--- src/rtl/lsu_ram_ctrl_if.sv ---
// Core-side load/store request and response bundle for lsu_ram_ctrl.
// The master drives requests (memory stage) and the slave returns responses (controller).
interface lsu_ram_ctrl_if #(
    parameter int ADDR_W = 11
);
    logic              req_valid;
    logic              req_ready;
    logic              req_we;
    logic [2:0]        req_fn;
    logic [ADDR_W+1:0] req_addr;
    logic [31:0]       req_wdata;
    logic              rsp_valid;
    logic [31:0]       rsp_rdata;
    logic              rsp_err;

    modport master (
        output req_valid, req_we, req_fn, req_addr, req_wdata,
        input  req_ready, rsp_valid, rsp_rdata, rsp_err
    );

    modport slave (
        input  req_valid, req_we, req_fn, req_addr, req_wdata,
        output req_ready, rsp_valid, rsp_rdata, rsp_err
    );
endinterface

--- src/rtl/lsu_ram_ctrl.sv ---
// RV32I load/store sequencer for a single-port, synchronous-read data RAM without byte enables.
// Sub-word stores are done as read-modify-write; loads are lane-selected and sign/zero extended.
//
// state   | meaning
// IDLE    | req_ready high, waiting for a request
// RD_ADDR | word address on the RAM, read in flight
// RD_DATA | ram_q valid: extend load data or merge sub-word store
// WRITE   | ram_wren pulse with the final word
// RESP    | rsp_valid pulse (data, store ack or error)
module lsu_ram_ctrl #(
    parameter int ADDR_W = 11,
    parameter int DATA_W = 32
) (
    input  logic              clk,
    input  logic              rst_n,
    lsu_ram_ctrl_if.slave     bus,
    output logic [ADDR_W-1:0] ram_address,
    output logic [DATA_W-1:0] ram_data,
    output logic              ram_wren,
    input  logic [DATA_W-1:0] ram_q
);
    typedef enum logic [2:0] {IDLE, RD_ADDR, RD_DATA, WRITE, RESP} state_t;

    state_t            state_q, state_d;
    logic              we_q, we_d;
    logic [2:0]        fn_q, fn_d;
    logic [1:0]        addr_q, addr_d;
    logic [15:0]       wdata_q, wdata_d;
    logic              rsp_valid_q, rsp_valid_d;
    logic [31:0]       rsp_rdata_q, rsp_rdata_d;
    logic              rsp_err_q, rsp_err_d;
    logic [ADDR_W-1:0] ram_address_q, ram_address_d;
    logic [31:0]       ram_data_q, ram_data_d;
    logic              ram_wren_q, ram_wren_d;

    logic              req_bad;
    logic [7:0]        lane_b;
    logic [15:0]       lane_h;
    logic [31:0]       load_ext;
    logic [31:0]       merged;

    always_comb begin
        unique case (bus.req_fn)
            3'b000, 3'b100: req_bad = 1'b0;
            3'b001, 3'b101: req_bad = bus.req_addr[0];
            3'b010:         req_bad = |bus.req_addr[1:0];
            default:        req_bad = 1'b1;
        endcase
        // BU/HU have no store counterpart
        if (bus.req_we && bus.req_fn[2]) req_bad = 1'b1;
    end

    always_comb begin
        lane_b = ram_q[{addr_q, 3'b000} +: 8];
        lane_h = ram_q[{addr_q[1], 4'b0000} +: 16];
        unique case (fn_q)
            3'b000:  load_ext = {{24{lane_b[7]}}, lane_b};
            3'b001:  load_ext = {{16{lane_h[15]}}, lane_h};
            3'b100:  load_ext = {24'h0, lane_b};
            3'b101:  load_ext = {16'h0, lane_h};
            default: load_ext = ram_q;
        endcase
    end

    always_comb begin
        merged = ram_q;
        if (fn_q[0]) merged[{addr_q[1], 4'b0000} +: 16] = wdata_q;
        else         merged[{addr_q, 3'b000} +: 8]      = wdata_q[7:0];
    end

    always_comb begin
        state_d       = state_q;
        we_d          = we_q;
        fn_d          = fn_q;
        addr_d        = addr_q;
        wdata_d       = wdata_q;
        rsp_valid_d   = 1'b0;
        rsp_rdata_d   = rsp_rdata_q;
        rsp_err_d     = rsp_err_q;
        ram_address_d = ram_address_q;
        ram_data_d    = ram_data_q;
        ram_wren_d    = 1'b0;
        unique case (state_q)
            IDLE: begin
                if (bus.req_valid) begin
                    we_d    = bus.req_we;
                    fn_d    = bus.req_fn;
                    addr_d  = bus.req_addr[1:0];
                    wdata_d = bus.req_wdata[15:0];
                    if (req_bad) begin
                        state_d     = RESP;
                        rsp_valid_d = 1'b1;
                        rsp_err_d   = 1'b1;
                        rsp_rdata_d = 32'h0;
                    end else if (bus.req_we && bus.req_fn == 3'b010) begin
                        state_d       = WRITE;
                        ram_address_d = bus.req_addr[ADDR_W+1:2];
                        ram_data_d    = bus.req_wdata;
                        ram_wren_d    = 1'b1;
                    end else begin
                        state_d       = RD_ADDR;
                        ram_address_d = bus.req_addr[ADDR_W+1:2];
                    end
                end
            end
            RD_ADDR: state_d = RD_DATA;
            RD_DATA: begin
                if (we_q) begin
                    state_d    = WRITE;
                    ram_data_d = merged;
                    ram_wren_d = 1'b1;
                end else begin
                    state_d     = RESP;
                    rsp_valid_d = 1'b1;
                    rsp_err_d   = 1'b0;
                    rsp_rdata_d = load_ext;
                end
            end
            WRITE: begin
                state_d     = RESP;
                rsp_valid_d = 1'b1;
                rsp_err_d   = 1'b0;
                rsp_rdata_d = 32'h0;
            end
            RESP:    state_d = IDLE;
            default: state_d = IDLE;
        endcase
    end

    always_ff @(posedge clk or negedge rst_n) begin
        if (!rst_n) begin
            state_q       <= IDLE;
            we_q          <= 1'b0;
            fn_q          <= 3'b000;
            addr_q        <= 2'b00;
            wdata_q       <= 16'h0;
            rsp_valid_q   <= 1'b0;
            rsp_rdata_q   <= 32'h0;
            rsp_err_q     <= 1'b0;
            ram_address_q <= '0;
            ram_data_q    <= 32'h0;
            ram_wren_q    <= 1'b0;
        end else begin
            state_q       <= state_d;
            we_q          <= we_d;
            fn_q          <= fn_d;
            addr_q        <= addr_d;
            wdata_q       <= wdata_d;
            rsp_valid_q   <= rsp_valid_d;
            rsp_rdata_q   <= rsp_rdata_d;
            rsp_err_q     <= rsp_err_d;
            ram_address_q <= ram_address_d;
            ram_data_q    <= ram_data_d;
            ram_wren_q    <= ram_wren_d;
        end
    end

    assign bus.req_ready = (state_q == IDLE);
    assign bus.rsp_valid = rsp_valid_q;
    assign bus.rsp_rdata = rsp_rdata_q;
    assign bus.rsp_err   = rsp_err_q;
    assign ram_address   = ram_address_q;
    assign ram_data      = ram_data_q;
    assign ram_wren      = ram_wren_q;
endmodule

--- src/flat_wrapper.sv ---
// flat-port wrapper written by rule: the top's interface ports become plain ports
module lsu_ram_ctrl_flat 
#(
    parameter int ADDR_W = 11,
    parameter int DATA_W = 32
)
  (clk, rst_n, ram_address, ram_data, ram_wren, ram_q, bus_req_valid, bus_req_we, bus_req_fn, bus_req_addr, bus_req_wdata, bus_req_ready, bus_rsp_valid, bus_rsp_rdata, bus_rsp_err);
  lsu_ram_ctrl_if #(.ADDR_W(ADDR_W)) bus_i ();
  input  logic clk;
  input  logic rst_n;
  output logic [ADDR_W-1:0] ram_address;
  output logic [DATA_W-1:0] ram_data;
  output logic ram_wren;
  input  logic [DATA_W-1:0] ram_q;
  input wire logic [$bits(bus_i.req_valid)-1:0] bus_req_valid;
  input wire logic [$bits(bus_i.req_we)-1:0] bus_req_we;
  input wire logic [$bits(bus_i.req_fn)-1:0] bus_req_fn;
  input wire logic [$bits(bus_i.req_addr)-1:0] bus_req_addr;
  input wire logic [$bits(bus_i.req_wdata)-1:0] bus_req_wdata;
  output wire logic [$bits(bus_i.req_ready)-1:0] bus_req_ready;
  output wire logic [$bits(bus_i.rsp_valid)-1:0] bus_rsp_valid;
  output wire logic [$bits(bus_i.rsp_rdata)-1:0] bus_rsp_rdata;
  output wire logic [$bits(bus_i.rsp_err)-1:0] bus_rsp_err;
  assign bus_i.req_valid = bus_req_valid;
  assign bus_i.req_we = bus_req_we;
  assign bus_i.req_fn = bus_req_fn;
  assign bus_i.req_addr = bus_req_addr;
  assign bus_i.req_wdata = bus_req_wdata;
  assign bus_req_ready = bus_i.req_ready;
  assign bus_rsp_valid = bus_i.rsp_valid;
  assign bus_rsp_rdata = bus_i.rsp_rdata;
  assign bus_rsp_err = bus_i.rsp_err;
  lsu_ram_ctrl #(.ADDR_W(ADDR_W), .DATA_W(DATA_W)) u_core (.clk(clk), .rst_n(rst_n), .bus(bus_i), .ram_address(ram_address), .ram_data(ram_data), .ram_wren(ram_wren), .ram_q(ram_q));
endmodule
--- config.mk ---
export PLATFORM = sky130hd
export DESIGN_NAME = lsu_ram_ctrl_flat
export DESIGN_NICKNAME = d
export VERILOG_FILES = /design/src/rtl/lsu_ram_ctrl_if.sv /design/src/rtl/lsu_ram_ctrl.sv /design/src/flat_wrapper.sv
export SDC_FILE = /design/constraint.sdc
export NUM_CORES = 1
export LEC_CHECK = 0
export ABC_AREA = 1
export CAP_MARGIN = 20
export CORE_MARGIN = 8
export CORE_UTILIZATION = 45
export DETAILED_ROUTE_END_ITERATION = 10
export PLACE_DENSITY = 0.77
export RECOVER_POWER = 100
export SLEW_MARGIN = 20
export SYNTH_ARGS = -nofsm -noshare
export SYNTH_HDL_FRONTEND = slang
export SYNTH_SLANG_ARGS = --single-unit
--- constraint.sdc ---
create_clock -name clk -period 2 [get_ports clk]
set_input_delay 0.4 -clock clk [delete_from_list [all_inputs] [get_ports clk]]
set_output_delay 0.4 -clock clk [all_outputs]
set_load 0.005 [all_outputs]
==> reports/metrics.yaml <==
cts:
  root_buffer: "clkbuf_16"
  worstSkewPairLatency_ps: 350
  clock-sinks: 103
  cts.htree.levels: 3
  holdBufCountCts: 0
  cts.reportedPaths.clkPinSlew_ps: 70
  cts_buffers: 9
  cts_tree: "done"
  ctsLongestPathBuffers: 2
place:
  dp.cells: 1266
  dpl.hpwl_um: 15600
  dp_slack_ps: -20.5
  gp_congestion: 0.918
  portBuffers: 162
global_routing:
  grt_first_pass_wirelength_um: 34100
  antenna_found_initial: 0
  grt_remaining_overflow: 0
  grt_usage_pct: 23.4
  grt_pass1_vias: 6601
  grt_max_degree: 85
die:
  coreArea_um2: 13800
  fp.dieW_um: 135
  io_pins: 163
  die-area_um2: 18100
  die_h_um: 135
  rows: 43
  start_util_pct: 45.9
finish:
  final_cells: 1283
  multiInputGateArea_um2: 3270
  fill_cells: 1267
  final_common_cell: "nand2_1"
  num_antenna_cells: 0
  area_growth_pct: 35.1
  seq_area_um2: 2580
  fin_nets: 1187
  final_util_pct: 62.0
  final_cell_mix: "354 x nand2_1, 137 x nand3_1, 101 x dfrtp_1, 82 x clkdlybuf4s50_1, 78 x dlygate4sd3_1"
  drive_gt1_share_pct: 6.07
critical_path:
  cp_max_fo: 32
  crit_type: "flip-flop to flip-flop"
  worstPathArrival_ps: 2040
  crit_required_ps: 2240
  end_kind: "flip-flop"
  critPathLaunchType: "flip-flop"
synthesis:
  synth_area_leaders: "dfrtp_1 41%, nand2_1 21%, nand3_1 11%"
  synth_cell_types: 26
  synth_nets: 1035
  yosys_warnings: 0
  syn_avg_cell_area_um2: 6.70
  syn_area_um2: 6340
  synth_top_area_share_pct: 40.6
  synth_area_leader_cell: "dfrtp_1"
  ys_seq_elements: 103
  syn_inst: 946
  ys_seq_area_share_pct: 40.6
sta:
  finalCritPeriodShare_pct: 89.8
  fmax_mhz: 557
  worstMarginPinSlew_ps: 995
  slew_headroom_pct: 33.7
  finalMaxSlewViolations: 0
  rsz0062_at_grt: "false"
  layout_setup_ws_ps: 205
  layout_min_cycle_time_ps: 1800
  fin_skew_ps: 6.51
  finalHoldViolCount: 0
  finalSetupViolations: 0
pwr:
  p_int_w: 0.00660
  p_sw_share_pct: 43.7
  irDropWorstVdd_mv: 0.544
  power.switching_w: 0.00511
  pwr-share-clk_pct: 16.2
  power_w: 0.0117
  combPwrFrac_pct: 54.1
  p_seq_share_pct: 29.6
  power_density_nw_per_um2: 1370
  leakage_nw: 4.36
routing:
  ant_nets: 0
  num_vias: 6939
  route.detailed.drc: 0
  first_pass_iters: 6
  drt_iter0_drc: 885
  wirelength_um: 21500
  vias_per_cell: 5.41
  wl_per_cell_um: 16.7
status:
  status: "complete, no violations"
hold_path:
  hp-class: "input pin to async pin"
job:
  max_cap_violations: 0
## power by group through the flow
stage	clock network, W	logic (W)	registers, W
after floorplan	0	0.00375	0.00347
after global placement	0	0.00646	0.00351
after detailed placement	0	0.00656	0.00351
after CTS	0.00192	0.00662	0.00350
after global routing	0.00201	0.00704	0.00357
final	0.00190	0.00634	0.00347
## layer usage
metal  GRT usage (%)  part of all wire [%]
met1            32.0                    43
met2            35.6                    45
met3            4.49                   9.2
met4            9.05                   2.7
met5               0                     0
## state kept, by name (all words and copies together) (netlist names)
signal / flops
u_core.we_q: 1
u_core.state_q: 3
u_core.ram_data: 32
u_core.bus.rsp_rdata: 32
u_core.ram_wren: 1
u_core.bus.rsp_valid: 1
u_core.addr_q: 2
u_core.wdata_q: 16
u_core.bus.rsp_err: 1
u_core.ram_address: 11
u_core.fn_q: 3
## stage by stage
step | setup TNS [ps] | area, µm² | hold slack (ps)
after global placement | 0 | 8290 | 407
after floorplan | 0 | 6340 | 104
after global routing | 0 | 8570 | 285
final | 0 | 8570 | 198
after detailed placement | -221 | 8290 | 413
after CTS | 0 | 8610 | 32.3
## cell type report
type,instances,share of cell area (%)
inverter,51,2.23
multi-input combinational,732,38.2
sequential,103,30.1
timing repair buffer,201,23.2
tap,180,2.63
clock buffer,10,2.67
clock inverter,6,0.993
## worst max-delay path, cell delays in order (launching register included)
cell	delay (ps)
dfrtp_1	400
nor2_1	140
clkbuf_4	150
nand2_2	50
inv_2	160
nand2_1	200
clkbuf_4	350
nand3_1	160
nand2_1	60
## what timing repair did
action	in CTS	in global routing
pin swaps	1	2
buffers inserted	1	0
gates cloned	0	0
endpoints found under the setup margin	1	1
gates resized for setup	0	1
## final timing paths
kind                                                 end  cells after the start                    from  slack [ps]
worst max-delay path                 u_core.ram_data[29]                      8       u_core.state_q[0]         200
worst min-delay path               u_core.ram_address[4]                      1                   rst_n         200
worst max register to register       u_core.ram_data[29]                      8       u_core.state_q[0]         200
worst min register to register    u_core.ram_address[10]                      2  u_core.ram_address[10]         490
max in group asynchronous       u_core.bus.rsp_rdata[21]                      2                   rst_n         510
min in group clk                  u_core.ram_address[10]                      2  u_core.ram_address[10]         490
## cells by family after synthesis
logic type	synth area share, %
and+or+nand+nor	36.8
buffers and inverters	7.71
adders and majority gates	0.987
DFF	40.6
AOI/OAI and AO/OA	13.9
## synth_stat cells
cell      number
clkbuf_1      24
buf_1          4
nand4_1        2
nand2_1      354
nor2_2         1
nor2_1        56
buf_4          3
o21ai_0       73
nor2_4         1
o211ai_2       1
dfrtp_1      103
buf_6          4
nand3_1      137
nand2_2        3
o21ai_1        1
a21oi_1       75
buf_2         25
nand3_2        1
inv_1         45
nand4_2        1
o211ai_1      16
clkinv_1       2
inv_2          4
nor3_1         3
nand2_4        2
ha_1           5
Power figures use the tool's default switching activity.
